**src/rtl/mem_bus_arbiter_if.sv**
```systemverilog
// Bundle of the fetch, load/store and memory-side signals around the arbiter.
// The slave modport is the arbiter's view; master is the requesters plus memory.
interface mem_bus_arbiter_if #(
  parameter int ADDR_BITS = 32,
  parameter int DATA_BITS = 32
);
  logic                 if_req;
  logic [ADDR_BITS-1:0] if_addr;
  logic                 if_gnt;
  logic                 if_rvalid;
  logic [DATA_BITS-1:0] if_rdata;

  logic                 ls_req;
  logic                 ls_we;
  logic [ADDR_BITS-1:0] ls_addr;
  logic [DATA_BITS-1:0] ls_wdata;
  logic                 ls_gnt;
  logic                 ls_rvalid;
  logic [DATA_BITS-1:0] ls_rdata;

  logic [ADDR_BITS-1:0] mem_addr;
  logic                 mem_we;
  logic [DATA_BITS-1:0] mem_wdata;
  logic [DATA_BITS-1:0] mem_rdata;

  modport slave (
    input  if_req, if_addr, ls_req, ls_we, ls_addr, ls_wdata, mem_rdata,
    output if_gnt, if_rvalid, if_rdata, ls_gnt, ls_rvalid, ls_rdata,
           mem_addr, mem_we, mem_wdata
  );

  modport master (
    output if_req, if_addr, ls_req, ls_we, ls_addr, ls_wdata, mem_rdata,
    input  if_gnt, if_rvalid, if_rdata, ls_gnt, ls_rvalid, ls_rdata,
           mem_addr, mem_we, mem_wdata
  );
endinterface

```
**src/rtl/mem_bus_arbiter.sv**
```systemverilog
// Two-requester arbiter for a single synchronous memory port: load/store by
// default, fetch after MAX_WAIT denied cycles; read-valid steered to the issuer.
module mem_bus_arbiter #(
  parameter int DATA_BITS = 32,
  parameter int ADDR_BITS = 32,
  parameter int MAX_WAIT  = 4
) (
  input  logic                clock,
  input  logic                reset,
  input  logic                halt,
  mem_bus_arbiter_if.slave    bus
);
  typedef enum logic [1:0] {
    OWN_NONE = 2'd0,
    OWN_IF   = 2'd1,
    OWN_LS   = 2'd2
  } owner_t;

  localparam logic [7:0] MAX_WAIT_C = 8'(MAX_WAIT);

  owner_t               rd_owner_reg;
  owner_t               rd_owner_next;
  logic [7:0]           wait_cnt_reg;
  logic [7:0]           wait_cnt_next;
  logic [ADDR_BITS-1:0] addr_hold_reg;

  logic                 fetch_ok;
  logic                 fetch_pri;
  logic                 if_gnt_c;
  logic                 ls_gnt_c;
  logic [ADDR_BITS-1:0] mem_addr_c;

  // Grants are gated by reset so nothing is accepted while the async reset is held.
  always_comb begin
    fetch_ok  = bus.if_req & ~halt;
    fetch_pri = (wait_cnt_reg == MAX_WAIT_C);
    if_gnt_c  = ~reset & fetch_ok & (fetch_pri | ~bus.ls_req);
    ls_gnt_c  = ~reset & bus.ls_req & ~(fetch_ok & fetch_pri);

    if (if_gnt_c) begin
      mem_addr_c = bus.if_addr;
    end else if (ls_gnt_c) begin
      mem_addr_c = bus.ls_addr;
    end else begin
      mem_addr_c = addr_hold_reg;
    end

    if (if_gnt_c) begin
      rd_owner_next = OWN_IF;
    end else if (ls_gnt_c & ~bus.ls_we) begin
      rd_owner_next = OWN_LS;
    end else begin
      rd_owner_next = OWN_NONE;
    end

    if (if_gnt_c | ~bus.if_req | halt) begin
      wait_cnt_next = 8'd0;
    end else if (wait_cnt_reg < MAX_WAIT_C) begin
      wait_cnt_next = wait_cnt_reg + 8'd1;
    end else begin
      wait_cnt_next = wait_cnt_reg;
    end
  end

  always_ff @(posedge clock or posedge reset) begin
    if (reset) begin
      rd_owner_reg  <= OWN_NONE;
      wait_cnt_reg  <= 8'd0;
      addr_hold_reg <= {ADDR_BITS{1'b0}};
    end else begin
      rd_owner_reg  <= rd_owner_next;
      wait_cnt_reg  <= wait_cnt_next;
      addr_hold_reg <= mem_addr_c;
    end
  end

  assign bus.if_gnt    = if_gnt_c;
  assign bus.ls_gnt    = ls_gnt_c;
  assign bus.mem_addr  = mem_addr_c;
  assign bus.mem_we    = ls_gnt_c & bus.ls_we;
  assign bus.mem_wdata = reset ? {DATA_BITS{1'b0}} : bus.ls_wdata;

  // Read data is broadcast; each consumer qualifies it with its own rvalid.
  assign bus.if_rvalid = (rd_owner_reg == OWN_IF);
  assign bus.ls_rvalid = (rd_owner_reg == OWN_LS);
  assign bus.if_rdata  = bus.mem_rdata;
  assign bus.ls_rdata  = bus.mem_rdata;
endmodule

```
**src/flat_wrapper.sv**
```systemverilog
// flat-port wrapper written by rule: the top's interface ports become plain ports
module mem_bus_arbiter_flat 
#(
  parameter int DATA_BITS = 32,
  parameter int ADDR_BITS = 32,
  parameter int MAX_WAIT  = 4
)
  (clock, reset, halt, bus_if_req, bus_if_addr, bus_ls_req, bus_ls_we, bus_ls_addr, bus_ls_wdata, bus_mem_rdata, bus_if_gnt, bus_if_rvalid, bus_if_rdata, bus_ls_gnt, bus_ls_rvalid, bus_ls_rdata, bus_mem_addr, bus_mem_we, bus_mem_wdata);
  mem_bus_arbiter_if #(.ADDR_BITS(ADDR_BITS), .DATA_BITS(DATA_BITS)) bus_i ();
  input  logic clock;
  input  logic reset;
  input  logic halt;
  input wire logic [$bits(bus_i.if_req)-1:0] bus_if_req;
  input wire logic [$bits(bus_i.if_addr)-1:0] bus_if_addr;
  input wire logic [$bits(bus_i.ls_req)-1:0] bus_ls_req;
  input wire logic [$bits(bus_i.ls_we)-1:0] bus_ls_we;
  input wire logic [$bits(bus_i.ls_addr)-1:0] bus_ls_addr;
  input wire logic [$bits(bus_i.ls_wdata)-1:0] bus_ls_wdata;
  input wire logic [$bits(bus_i.mem_rdata)-1:0] bus_mem_rdata;
  output wire logic [$bits(bus_i.if_gnt)-1:0] bus_if_gnt;
  output wire logic [$bits(bus_i.if_rvalid)-1:0] bus_if_rvalid;
  output wire logic [$bits(bus_i.if_rdata)-1:0] bus_if_rdata;
  output wire logic [$bits(bus_i.ls_gnt)-1:0] bus_ls_gnt;
  output wire logic [$bits(bus_i.ls_rvalid)-1:0] bus_ls_rvalid;
  output wire logic [$bits(bus_i.ls_rdata)-1:0] bus_ls_rdata;
  output wire logic [$bits(bus_i.mem_addr)-1:0] bus_mem_addr;
  output wire logic [$bits(bus_i.mem_we)-1:0] bus_mem_we;
  output wire logic [$bits(bus_i.mem_wdata)-1:0] bus_mem_wdata;
  assign bus_i.if_req = bus_if_req;
  assign bus_i.if_addr = bus_if_addr;
  assign bus_i.ls_req = bus_ls_req;
  assign bus_i.ls_we = bus_ls_we;
  assign bus_i.ls_addr = bus_ls_addr;
  assign bus_i.ls_wdata = bus_ls_wdata;
  assign bus_i.mem_rdata = bus_mem_rdata;
  assign bus_if_gnt = bus_i.if_gnt;
  assign bus_if_rvalid = bus_i.if_rvalid;
  assign bus_if_rdata = bus_i.if_rdata;
  assign bus_ls_gnt = bus_i.ls_gnt;
  assign bus_ls_rvalid = bus_i.ls_rvalid;
  assign bus_ls_rdata = bus_i.ls_rdata;
  assign bus_mem_addr = bus_i.mem_addr;
  assign bus_mem_we = bus_i.mem_we;
  assign bus_mem_wdata = bus_i.mem_wdata;
  mem_bus_arbiter #(.DATA_BITS(DATA_BITS), .ADDR_BITS(ADDR_BITS), .MAX_WAIT(MAX_WAIT)) u_core (.clock(clock), .reset(reset), .halt(halt), .bus(bus_i));
endmodule
```
**config.mk**
```make
export PLATFORM = sky130hd
export DESIGN_NAME = mem_bus_arbiter_flat
export DESIGN_NICKNAME = d
export VERILOG_FILES = /design/src/rtl/mem_bus_arbiter_if.sv /design/src/rtl/mem_bus_arbiter.sv /design/src/flat_wrapper.sv
export SDC_FILE = /design/constraint.sdc
export NUM_CORES = 1
export LEC_CHECK = 0
export BUFFER_PORTS_ARGS = -buffer_cell sky130_fd_sc_hd__buf_2
export CAP_MARGIN = 15
export CORE_MARGIN = 5
export CORE_UTILIZATION = 37
export DETAILED_ROUTE_END_ITERATION = 10
export PLACE_DENSITY = 0.78
export SYNTH_ARGS = -nofsm -noshare
export SYNTH_HDL_FRONTEND = slang
export SYNTH_SLANG_ARGS = --single-unit
```
**constraint.sdc**
```tcl
create_clock -name clock -period 2.07 [get_ports clock]
set_input_delay 0.414 -clock clock [delete_from_list [all_inputs] [get_ports clock]]
set_output_delay 0.414 -clock clock [all_outputs]
set_load 0.02 [all_outputs]
```
======== Word-level counts from Yosys, hierarchy flattened ========
Index checks and enable logic that the tools add are counted.
storage, ports and cells
  register bits after elaboration ......... 42
  input bits .............................. 134
  logic and storage cells ................. 33
  memory bits (writable) .................. 0
  memory bits (read-only) ................. 0
  bits in latches ......................... 0
  memories kept ........................... 0
cells by class
  shifts and indexed selects .............. 0
  divide/modulo/power cells ............... 0
  bitwise operators ....................... 17
  muxes and demuxes ....................... 7
  multipliers ............................. 0
  reduce and logical (&&, ||, !) cells .... 1
  add/subtract/negate cells ............... 1
  equality and inequality tests ........... 3
  order comparisons ....................... 1
operators with widths
  cell                 count
  $mux 32              3
  $mux 8               2
  $add 8x1->8 const B  1
  $and 1x1->1          8
  $eq 8x3->1 const B   1
  $lt 8x3->1 const B   1
  $not 1->1            6
  $mux 2               2
  $or 1x1->1           3
  $eq 2x1->1 const B   1
  $eq 2x2->1 const B   1
  $reduce_bool 2->1    1

======== Longest topological paths before layout ========
  depth in word-level cells ............... 8
  gate-level depth with buffers ........... 7
  gate-level depth less buffers ........... 5

======== Least setup slack after synthesis ========
Ideal clock, no wire load.
  path type ............................... flip-flop to output port
  start point ............................. reg u_core.wait_cnt_reg[3]
  end point ............................... out bus_if_gnt
  cell stages (with the launch flop) ...... 6
  setup slack ............................. -0.121 ns
  data arrival time ....................... 1.777 ns
  cells stage by stage .................... dfrtp_1 -> or3_4 -> or3_1 -> buf_2 -> buf_6 -> a21oi_1
between the ends
  longest elaborated chain between the ends .. 3
RTL lines
  element                 RTL line               source
  from (decl)             mem_bus_arbiter.sv:23  logic [7:0] wait_cnt_reg;
  from (signal assigned)  mem_bus_arbiter.sv:72  wait_cnt_reg <= wait_cnt_next;
  $eq 8x3->1              mem_bus_arbiter.sv:36  fetch_pri = (wait_cnt_reg == MAX_WAIT_C);
  $or 1x1->1              mem_bus_arbiter.sv:37  if_gnt_c = ~reset & fetch_ok & (fetch_pri | ~bus.ls_req);
  $and 1x1->1             mem_bus_arbiter.sv:37
  to (decl)               flat_wrapper.sv:20     output wire logic [$bits(bus_i.if_gnt)-1:0] bus_if_gnt;
Every way passes these cells.

======== Final worst setup path ========
  start point ............................. reg u_core.wait_cnt_reg[0]
  end point ............................... out bus_mem_addr[9]
between the ends
  longest elaborated chain between the ends .. 6
RTL lines
  element         RTL line               source
  $eq 8x3->1 (*)  mem_bus_arbiter.sv:36
  $and 1x1->1     mem_bus_arbiter.sv:38  ls_gnt_c = ~reset & bus.ls_req & ~(fetch_ok & fetch_pri);
  $not 1->1       mem_bus_arbiter.sv:38
  $and 1x1->1     mem_bus_arbiter.sv:38
  $mux 32         mem_bus_arbiter.sv:42  end else if (ls_gnt_c) begin
  $mux 32 (*)     mem_bus_arbiter.sv:40  if (if_gnt_c) begin
  to (decl)       flat_wrapper.sv:26     output wire logic [$bits(bus_i.mem_addr)-1:0] bus_mem_addr;
Every way passes the cells marked *; elsewhere a longest branch is shown, timed or not.

==> impl_metrics.py <==
metrics = {
    "outcome": {
        "status": "finished, violations left",
        "violations": "setup timing",
    },
    "sta": {
        "hold_ws_ps": 239,
        "setup_viol": 35,
        "finalWorstSetupSlack_ps": -450,
        "fin_crit_sh_pct": 122,
        "slew_headroom_pct": 63.7,
        "fmax_ghz": 0.397,
        "max_slew.worst_pin.slew_ps": 541,
        "rsz0062_at_grt": "true",
        "finalSetupTns_ps": -14840,
        "finalCriticalPeriod_ps": 2520,
        "maxSlewViolCount": 0,
        "finalHoldViolations": 0,
        "skew_ps": 9.38,
    },
    "power": {
        "irDropWorstVdd_mv": 0.392,
        "leakagePower_uw": 0.00213,
        "power.total_uw": 2790,
        "powerDensity_nw_per_um2": 578,
    },
    "floorplan": {
        "num_rows": 35,
        "dieArea_sq_um": 11700,
        "initial_core_util_pct": 38.1,
        "die_y_um": 108,
        "die_w_um": 108,
        "ios": 267,
        "core_sq_um": 9330,
    },
    "yosys": {
        "synth_nets": 544,
        "synth_flop_cell": "dfrtp_1",
        "yosysWarnings": 0,
        "syn-cell-area_sq_um": 3560,
        "ys_seq_area_share_pct": 29.5,
        "synth.area.mux_share_pct": 0,
        "synth_xor_xnor_area_share_pct": 0,
        "synth.distinct_cells": 26,
        "syn_inst": 408,
        "synth_top_family_by_area": "simple AND/OR/NAND/NOR gates",
        "synth.avg_cell_area_sq_um": 8.72,
        "synthArstFlopShare_pct": 100,
        "synth_fa_ha_area_share_pct": 0.703,
        "synth-compound-area-share_pct": 19.9,
        "synth_edf_count": 0,
        "synth-simple-area-share_pct": 30.5,
        "ys_ff_latch": 42,
    },
    "critical_path": {
        "critPathKind": "register to output pin",
        "timing.rr.end": "u_core.addr_hold_reg[10]$_DFF_PP0_",
        "r2r_slack_ps": 220,
        "crit_arrival_ps": 2110,
        "crit_start": "u_core.wait_cnt_reg[0]$_DFFE_PP0P_",
        "start_kind": "register",
        "end_kind": "output pin",
        "worst_r2r_path_depth": 5,
        "r2r-start": "u_core.wait_cnt_reg[3]$_DFFE_PP0P_",
        "crit_end": "bus_mem_addr[9]",
        "worst-path-max-fanout": 5,
        "crit_required_ps": 1660,
    },
    "clock_tree": {
        "tritoncts": "yes",
        "numClockSinks": 42,
        "clock_path_buffers": 2,
        "root_buffer": "clkbuf_8",
        "cts_hold_buf": 0,
        "h-tree-depth": 2,
        "numCtsBuffers": 5,
        "clk_pin_slew_ps": 100,
        "clk_latency_ps": 300,
    },
    "route": {
        "dr.pass1.iters": 4,
        "detail_route.iter0.violations": 186,
        "drcViolationCount": 0,
        "via_count": 3421,
        "ant_nets": 0,
        "routed_wl_um": 12100,
        "viasPerCell": 5.25,
        "wl_per_cell_um": 18.6,
    },
    "placement": {
        "dpl.hpwl_um": 8280,
        "port_buffers": 170,
        "placedInstanceArea_sq_um": 4210,
        "pre_cts_ws_ps": -160,
        "gp_congestion": 0.856,
    },
    "final_layout": {
        "n_antenna_cell": 0,
        "drive_above_1_share_pct": 49.4,
        "largest_reg_flops": 32,
        "area_growth_pct": 35.9,
        "fin_area_sq_um": 4840,
        "final_nets": 657,
    },
    "global_route": {
        "grtUsageMet1_pct": 24.6,
        "grt_overflow_total": 0,
        "grt_pass1_wl_um": 17400,
        "grt_start_max_net_pins": 36,
        "grt.met2_usage_pct": 32.1,
        "antenna_found_initial": 0,
        "grt_use_met3_pct": 3.58,
        "track_usage_pct": 18.8,
        "grt_pass1_vias": 3430,
        "top_usage_layer": "met2",
    },
    "run": {
        "maxCapViolations": 0,
    },
    "min_path": {
        "hold_path.class": "input port to async pin",
    },
}
## area by class of cell
cell class                      count  area, sq um
Clock buffer                        5         68.8
Clock inverter                      3         23.8
Fill cell                         826         4490
Inverter                           11         41.3
Multi-Input combinational cell    256         2020
Sequential cell                    42         1050
Tap cell                          129          161
Timing Repair Buffer              205         1470
## Yosys cell counts (3+ instances only)
master     n  area share, %
buf_4     67             14
nand2b_1  33            5.8
inv_1     11            1.2
nor2_1    41            4.3
nor3b_1   32            6.8
dfrtp_1   42             30
clkbuf_1  26            2.7
o221a_1   29            9.2
o221a_2    3           0.95
a221oi_1  32            7.9
a21oi_1    4           0.56
buf_6      3           0.95
nor2b_1   68             12
## per-stage QoR
step,utilization (%),std cells
final,51.8,651
after CTS,47.9,644
after detailed placement,45.2,633
after global placement,45.2,633
after global routing,51.8,651
after floorplan,-,408
## worst min-delay path by stage
stage / endpoint / slack (ps) / cells after the start
floorplan: u_core.rd_owner_reg[1]$_DFF_PP0_ / 480 / 1
global placement: u_core.wait_cnt_reg[4]$_DFFE_PP0P_ / 500 / 2
detailed placement: u_core.wait_cnt_reg[5]$_DFFE_PP0P_ / 510 / 2
CTS: u_core.addr_hold_reg[28]$_DFF_PP0_ / 230 / 3
global route: u_core.addr_hold_reg[26]$_DFF_PP0_ / 250 / 3
finish: u_core.addr_hold_reg[30]$_DFF_PP0_ / 240 / 3
## routing by layer
layer,vias up,wire [um]
li1,1607,-
met1,1669,5140
met2,123,6030
met3,22,778
met4,0,131
met5,-,0
## critical path, stage by stage, from the launching register on
cell and delay, ps:
dfrtp_1 400, inv_2 60, ha_1 140, nand4bb_1 150, buf_4 180, o31ai_4 210
buf_6 170, clkbuf_16 160, o221a_2 210, buf_6 120
## where the power goes
group	switching [uW]	internal [uW]
Combinational	609	632
Sequential	56.7	925
Clock	329	242
## cells in the final DEF, fill, tap and decap left out, types with 2 or more instances in the layout
cell	count
nand4_1	2
ha_1	2
a21oi_1	3
nor3b_1	32
inv_2	3
dfrtp_1	42
buf_4	27
or3_4	2
a221oi_1	32
nor2_1	40
inv_1	8
clkbuf_8	5
nand2b_1	32
clkinvlp_4	2
nor2b_1	67
buf_12	7
a31o_2	2
o221a_4	21
buf_6	31
o221a_2	11
clkbuf_16	2
buf_2	136
## timing repair
item,in CTS,in global routing
setup endpoints to repair,35,35
setup buffers,2,4
pin swaps,1,3
gates cloned,1,3
resized for setup,38,55
## cells by family (layout without fill, tap and decap cells)
logic type / Yosys count / count (layout)
simple gates: 182 / 182
compound gates: 72 / 72
flops: 42 / 42
fa+ha+maj: 2 / 2
buf+inv: 110 / 224
(Power assumes the default switching activity.)
